File: src/rtl/ex_div_unit.sv
// ex_div_unit
//   Iterative radix-2 restoring divider for RV32M DIV/DIVU/REM/REMU, with its
//   own sequencing FSM. It stalls the front of the pipeline while a divide is
//   in flight, and it presents a registered result together with a one-cycle
//   done pulse.
//
// Ports
//   clk       clock
//   rst       asynchronous, active-high reset
//   start     EX holds a divide instruction (held until the done cycle)
//   div_op    00 DIV, 01 DIVU, 10 REM, 11 REMU
//   src1      dividend
//   src2      divisor
//   flush     kill the in-flight divide
//   stall_ex  hold IF/ID/EX (start & ~done)
//   busy      FSM not idle
//   done      one-cycle pulse, result valid
//   result    quotient or remainder, registered
//
// state | meaning
// ------+--------------------------------------------------------------
// IDLE  | waiting for start; special cases resolve directly to DONE
// CALC  | one restoring quotient bit per cycle, XLEN cycles
// DONE  | result valid, done=1; always returns to IDLE
module ex_div_unit #(
  parameter int XLEN = 32
) (
  input  logic            clk,
  input  logic            rst,
  input  logic            start,
  input  logic [1:0]      div_op,
  input  logic [XLEN-1:0] src1,
  input  logic [XLEN-1:0] src2,
  input  logic            flush,
  output logic            stall_ex,
  output logic            busy,
  output logic            done,
  output logic [XLEN-1:0] result
);

  localparam int CW = $clog2(XLEN);

  typedef enum logic [1:0] {IDLE, CALC, DONE} state_t;

  state_t          state;
  logic            rem_sel;
  logic            q_neg;
  logic            r_neg;
  logic [XLEN-1:0] dvs;
  logic [XLEN-1:0] rem;
  logic [XLEN-1:0] quo;
  logic [CW-1:0]   cnt;

  logic            is_signed;
  logic            s1_neg;
  logic            s2_neg;
  logic [XLEN-1:0] mag1;
  logic [XLEN-1:0] mag2;
  logic            div_zero;
  logic            ovf;

  assign is_signed = ~div_op[0];
  assign s1_neg    = is_signed & src1[XLEN-1];
  assign s2_neg    = is_signed & src2[XLEN-1];
  assign mag1      = s1_neg ? -src1 : src1;
  assign mag2      = s2_neg ? -src2 : src2;
  assign div_zero  = (src2 == '0);
  assign ovf       = is_signed && (src1 == {1'b1, {(XLEN-1){1'b0}}}) && (src2 == '1);

  // Restoring step. The shifted remainder is XLEN+1 bits wide; when its top
  // bit is set it certainly exceeds the divisor, and the low XLEN bits of the
  // difference are still exact because the true result is below the divisor.
  logic [XLEN:0]   rem_sh;
  logic [XLEN:0]   diff;
  logic            ge;
  logic [XLEN-1:0] rem_nx;
  logic [XLEN-1:0] quo_nx;
  logic [XLEN-1:0] q_fix;
  logic [XLEN-1:0] r_fix;
  logic [XLEN-1:0] res_nx;

  assign rem_sh = {rem, quo[XLEN-1]};
  assign diff   = {1'b0, rem_sh[XLEN-1:0]} - {1'b0, dvs};
  assign ge     = rem_sh[XLEN] | ~diff[XLEN];
  assign rem_nx = ge ? diff[XLEN-1:0] : rem_sh[XLEN-1:0];
  assign quo_nx = {quo[XLEN-2:0], ge};
  assign q_fix  = q_neg ? -quo_nx : quo_nx;
  assign r_fix  = r_neg ? -rem_nx : rem_nx;
  assign res_nx = rem_sel ? r_fix : q_fix;

  assign stall_ex = start & ~done;
  assign busy     = (state != IDLE);

  always_ff @(posedge clk or posedge rst) begin
    if (rst) begin
      state   <= IDLE;
      rem_sel <= 1'b0;
      q_neg   <= 1'b0;
      r_neg   <= 1'b0;
      dvs     <= '0;
      rem     <= '0;
      quo     <= '0;
      cnt     <= '0;
      result  <= '0;
      done    <= 1'b0;
    end else if (flush) begin
      state <= IDLE;
      cnt   <= '0;
      done  <= 1'b0;
    end else begin
      case (state)
        IDLE: begin
          done <= 1'b0;
          if (start) begin
            rem_sel <= div_op[1];
            q_neg   <= s1_neg ^ s2_neg;
            r_neg   <= s1_neg;
            if (div_zero) begin
              result <= div_op[1] ? src1 : '1;
              done   <= 1'b1;
              state  <= DONE;
            end else if (ovf) begin
              // Quotient of the overflow case is the dividend itself.
              result <= div_op[1] ? '0 : src1;
              done   <= 1'b1;
              state  <= DONE;
            end else begin
              quo   <= mag1;
              dvs   <= mag2;
              rem   <= '0;
              cnt   <= '0;
              state <= CALC;
            end
          end
        end
        CALC: begin
          rem <= rem_nx;
          quo <= quo_nx;
          cnt <= cnt + 1'b1;
          if (cnt == CW'(XLEN-1)) begin
            result <= res_nx;
            done   <= 1'b1;
            state  <= DONE;
          end
        end
        DONE: begin
          done  <= 1'b0;
          state <= IDLE;
        end
        default: begin
          done  <= 1'b0;
          state <= IDLE;
        end
      endcase
    end
  end

endmodule
File: config.mk
export PLATFORM = sky130hd
export DESIGN_NAME = ex_div_unit
export DESIGN_NICKNAME = d
export VERILOG_FILES = /design/src/rtl/ex_div_unit.sv
export SDC_FILE = /design/constraint.sdc
export NUM_CORES = 1
export LEC_CHECK = 0
export BUFFER_PORTS_ARGS = -buffer_cell sky130_fd_sc_hd__buf_2
export CAP_MARGIN = 15
export CORE_AREA = 5 5 144 146
export DETAILED_ROUTE_END_ITERATION = 10
export DIE_AREA = 0 0 149 151
export PLACE_DENSITY = 0.82
export SLEW_MARGIN = 40
export SYNTH_ARGS = -nofsm -noshare
export SYNTH_HDL_FRONTEND = slang
export SYNTH_SLANG_ARGS = --single-unit
export TNS_END_PERCENT = 10
File: constraint.sdc
create_clock -name clk -period 7.3 [get_ports clk]
set_input_delay 1.46 -clock clk [delete_from_list [all_inputs] [get_ports clk]]
set_output_delay 1.46 -clock clk [all_outputs]
set_load 0.02 [all_outputs]
* Word level (Yosys, flattened, before mapping)
Cells that the tools add are included. Widths: inputs -> output; s select.
Operators by class: add/sub/neg operators 6, reduce and logical (&&, ||, !) cells 13, multiplexer cells 38, equality and inequality tests 13, bitwise operators 11
Operator list (count):
- $mux 32 | 18
- $pmux 32 s2 | 3
- $neg 32->32 | 4
- $eq 32x32->1 const B | 2
- $sub 32x32->33 | 1
- $logic_not 32->1 | 1
- $mux 5 | 4
- $ne 3x3->1 const B | 5
- $reduce_and 5->1 | 3
- $mux 2 | 5
- $pmux 5 s2 | 1
- $ne 2x2->1 const B | 4
- $not 1->1 | 6
- $add 5x1->5 const B | 1
- $eq 5x5->1 const B | 1
- $mux 1 | 5
- $pmux 2 s2 | 1
- $reduce_and 4->1 | 1
- $reduce_bool 2->1 | 2
- $and 1x1->1 | 3
- $reduce_and 3->1 | 1
- $reduce_bool 3->1 | 1
- $eq 2x1->1 const B | 1
- $logic_and 1x1->1 | 2
- other kinds (5) | 5
Storage, ports and cells: logic and storage cells 91, output and inout port bits 35, bits of input ports 70, bits in registers 139

* Depth between registers and ports, before layout
depth after elaboration 9, gate-level depth with buffers 24, depth with buffers taken out 20

* Worst setup path before layout
OpenSTA, ideal clock, no wires.
kind flip-flop to flip-flop, from reg quo[31], to reg result[28], stages on the path, launching flop included 24, data arrival time 5.254 ns, setup time 0.129 ns, path slack 1.917 ns, path buffers 4, period minus slack after synthesis 5.383 ns, data required time 7.171 ns, cell sequence dfrtp_1 -> inv_1 -> ha_1 -> fa_1 -> nand2b_1 -> a21boi_2 -> o21ai_1 -> a211oi_2 -> or2_1 -> buf_2 -> clkbuf_1 -> clkbuf_1 -> buf_1 -> nand2_1 -> o21ai_0 -> ha_1 -> o211ai_1 -> nor4_1 -> nand2b_1 -> o41ai_1 -> nand4_1 -> o31ai_1 -> xnor2_1 -> o21ai_0
Between the ends: word-level cells in the longest chain between the ends 9, elaborated cells on any way between the ends 11, those cells by class add/sub (3); mux (6); bitwise (2)
RTL lines:
- start, declared | line 51 | logic [XLEN-1:0] quo;
- start signal, assigned | line 128 | quo <= mag1;
- start signal, assigned | line 138 | quo <= quo_nx;
- $sub 32x32->33 | line 83 | assign diff = {1'b0, rem_sh[XLEN-1:0]} - {1'b0, dvs};
- $not 1->1 | line 84 | assign ge = rem_sh[XLEN] | ~diff[XLEN];
- $or 1x1->1 | line 84
- $mux 32 | line 85 | assign rem_nx = ge ? diff[XLEN-1:0] : rem_sh[XLEN-1:0];
- $neg 32->32 | line 88 | assign r_fix = r_neg ? -rem_nx : rem_nx;
- $mux 32 | line 88
- $mux 32 * | line 89 | assign res_nx = rem_sel ? r_fix : q_fix;
- $mux 32 * | line 140 | if (cnt == CW'(XLEN-1)) begin
- $pmux 32 s2 * | line 111 | case (state)
- end signal, assigned | line 119 | result <= div_op[1] ? src1 : '1;
- end signal, assigned | line 124 | result <= div_op[1] ? '0 : src1;
- end signal, assigned | line 141 | result <= res_nx;
- end, declared | line 38 | output logic [XLEN-1:0] result
Mark *: on every way between the ends. The rest lies on a longest branch, timed or not. The select of a mux whose other input is x is not followed. A chain may end at the register's enable or synchronous reset.

* Final worst setup path
from reg rem[2], to reg result[28]
Between the ends: word-level cells in the longest chain between the ends 9, elaborated cells on any way between the ends 11, those cells by class add/sub (3); mux (6); bitwise (2)
RTL lines:
- start, declared | line 50 | logic [XLEN-1:0] rem;
- start signal, assigned | line 137 | rem <= rem_nx;
- $sub 32x32->33 | line 83
- $not 1->1 | line 84
- $or 1x1->1 | line 84
- $mux 32 | line 85
- $neg 32->32 | line 88
- $mux 32 | line 88
- $mux 32 * | line 89
- $mux 32 * | line 140
- $pmux 32 s2 * | line 111
Marks and branches as above.

==> impl_metrics.env <==
export IMPL_cp_cell_sequence="ha_1 -> o211a_1 -> a21boi_2 -> o21ai_1 -> a211oi_2 -> or2_2 -> o21ai_0 -> ha_1 -> o211ai_1 -> nor4_1 -> nand2b_1 -> o41ai_1 -> nand4_1 -> o31ai_1 -> xnor2_1 -> o21ai_0"
export IMPL_drtIter0Drc=1265
export IMPL_finalSetupTns_ps=0
export IMPL_syn_area_um2=11700
export IMPL_fmax_mhz=185
export IMPL_fin_util_pct=67.8
export IMPL_num_rows=51
export IMPL_antenna_found_initial=0
export IMPL_relSlewSlack_pct=41.6
export IMPL_finalCritPeriodShare_pct=74.2
export IMPL_clk_path_buf_depth=2
export IMPL_grt_overflow=0
export IMPL_worst_r2r_setup_slack_ps=1880
export IMPL_first_pass_iters=6
export IMPL_powerDensity_nw_per_um2=207
export IMPL_hp_class="reg -> reg"
export IMPL_wl_met1_um=14700
export IMPL_fp_dieW_um=149
export IMPL_clock_sinks=139
export IMPL_highest_layer="met4"
export IMPL_synthCells=1551
export IMPL_dpl_cell_area_um2=12500
export IMPL_peakVddDrop_mv=0.178
export IMPL_gr_usage_all_layers_pct=31.3
export IMPL_cp_start_kind="flip-flop"
export IMPL_status="finished, final reports clean"
export IMPL_postSynth_asyncResetShare_pct=100
export IMPL_drive_gt1_share_pct=11.4
export IMPL_io_pin_count=105
export IMPL_clk_pin_slew_worst_paths_ps=60
export IMPL_crit_start="rem[2]"
export IMPL_wl_um=35200
export IMPL_grt_pass1_wl_um=56900
export IMPL_routed_wl_met2_um=16700
export IMPL_place_congestion=0.981
export IMPL_r2r_end="result[28]"
export IMPL_cts_setup_buffers=0
export IMPL_final_common_cell="nand2_1"
export IMPL_cts_resized=0
export IMPL_drv_slew=0
export IMPL_slowest_stage="o41ai_1"
export IMPL_fin_area_um2=13100
export IMPL_drc=0
export IMPL_maxCapViolCount=0
export IMPL_area_delta_synth_final_pct=11.2
export IMPL_synth_top_area_share_pct=29.6
export IMPL_num_vias=12031
export IMPL_nets=1713
export IMPL_fillCellCount=1710
export IMPL_synth_nets=1661
export IMPL_synth_ff_type="dfrtp_1"
export IMPL_path_buf_inv=0
export IMPL_wl_met3_um=2350
export IMPL_crit_path_end_kind="flip-flop"
export IMPL_fin_skew_ps=5.85
export IMPL_antenna_cells=0
export IMPL_path_max_fanout=10
export IMPL_drtAntennaViolNets=0
export IMPL_hold_viol_final=0
export IMPL_hold_buffers=0
export IMPL_max_stage_delay_ps=730
export IMPL_setup_viol=0
export IMPL_cp_data_arrival_time_ps=5720
export IMPL_numCtsBuffers=17
export IMPL_crit_path_end="result[28]"
export IMPL_period_minus_slack_ps=5420
export IMPL_layout_common_cells="nand2_1, o21ai_0, dfrtp_1, nor2_1, a21oi_1"
export IMPL_worstMarginPinSlew_ps=876
export IMPL_grt_pass1_vias=11396
export IMPL_dpl_hpwl_um=25600
export IMPL_rsz0062_at_grt="no"
export IMPL_synth_area_leaders="dfrtp_1, o21ai_0, nand2_1, xnor2_1, a21oi_1"
export IMPL_cp_top_family="compound AO/OA/AOI/OAI gates"
export IMPL_synth_cell_types=75
export IMPL_io_buffers=104
export IMPL_die_h_um=151
export IMPL_postSynthAreaPerCell_um2=7.57
export IMPL_leakagePower_uw=0.00561
export IMPL_path_depth=16
export IMPL_cts_root_buf="clkbuf_16"
export IMPL_crit_required_ps=7600
export IMPL_reg2reg_depth=16
export IMPL_initial_utilization_pct=61.0
export IMPL_yosysTopAreaCell="dfrtp_1"
export IMPL_cts_tree="built"
export IMPL_viasPerCell=6.40
export IMPL_worstSetupPathType="reg -> reg"
export IMPL_coreArea_um2=19300
export IMPL_p_total_uw=2710
export IMPL_seq_area_frac_synth_pct=29.6
export IMPL_grt_max_degree=85
export IMPL_r2r_start="rem[2]"
export IMPL_multi_input_area_um2=7720
export IMPL_synth_edf_count=0
export IMPL_register_area_um2=3480
export IMPL_die_area_um2=22500
export IMPL_ys_warn_count=0
export IMPL_wl_per_cell_um=18.7
export IMPL_synth_seq_cells=139
export IMPL_clock_latency_ps=430
export IMPL_htreeDepth=4
sequential cells by signal, summed over array words and instances, names as in the netlist:
signal / flops
done: 1
quo: 32
result: 32
state: 2
rem: 32
dvs: 32
cnt: 5
r_neg: 1
rem_sel: 1
q_neg: 1
synthesized netlist by cell type, drive strengths merged, types with 31 or more instances:
cell    count
nand2     205
o21ai     187
dfrtp     139
nor2      136
a21oi     120
xnor2      80
clkbuf     71
inv        71
xor2       51
nor3       43
ha         39
o31ai      31
worst min-delay path by stage:
stage	from	to	slack, ps	depth (start not counted)
detailed placement	result[4]	result[4]	460	2
floorplan	cnt[3]	cnt[3]	440	1
finish	result[4]	result[4]	470	2
global placement	result[9]	result[9]	460	2
global route	cnt[3]	cnt[3]	510	1
CTS	result[4]	result[4]	470	2
layer usage:
metal	global-route usage, %	vias to the layer above
met5	0	-
met4	13.4	0
met3	4.52	95
met2	51.7	556
met1	41.2	5696
li1	-	5684
through the flow:
stage	cells	hold WS (ps)	setup slack [ps]
2_1_floorplan	1551	443	1920
3_3_place_gp	1847	455	1790
3_5_place_dp	1849	461	1650
4_1_cts	1880	474	1940
5_1_grt	1880	505	1390
6_report	1880	469	1880
tightest hold or removal path, stage by stage, from the launching register on:
cell and delay [ps]:
dfrtp_1 330, nand2_1 50, o31ai_1 50
power by group:
group / leakage, uW / switching, uW / internal [uW]
Clock: 0.000270 / 354 / 517
Combinational: 0.00351 / 555 / 330
Sequential: 0.00183 / 96.8 / 854
Total: 0.00561 / 1010 / 1700
cell families after synthesis:
logic type / after synthesis / synth area share (%)
AND/OR/NAND/NOR: 548 / 21.8
XOR/XNOR: 131 / 9.77
buffers and inverters: 157 / 5.09
multiplexers: 29 / 2.51
adder cells (fa/ha/maj): 54 / 5.52
flip-flops: 139 / 29.6
AO/OA/AOI/OAI: 493 / 25.7
final cells by class:
cell class | count | area share [%]
Inverter | 72 | 2.11
Sequential cell | 139 | 26.6
Multi-Input combinational cell | 1255 | 59.2
Tap cell | 265 | 2.54
Clock inverter | 11 | 0.929
Clock buffer | 20 | 3.50
Timing Repair Buffer | 118 | 5.13
Note: power is estimated with default switching activity, not from simulation.
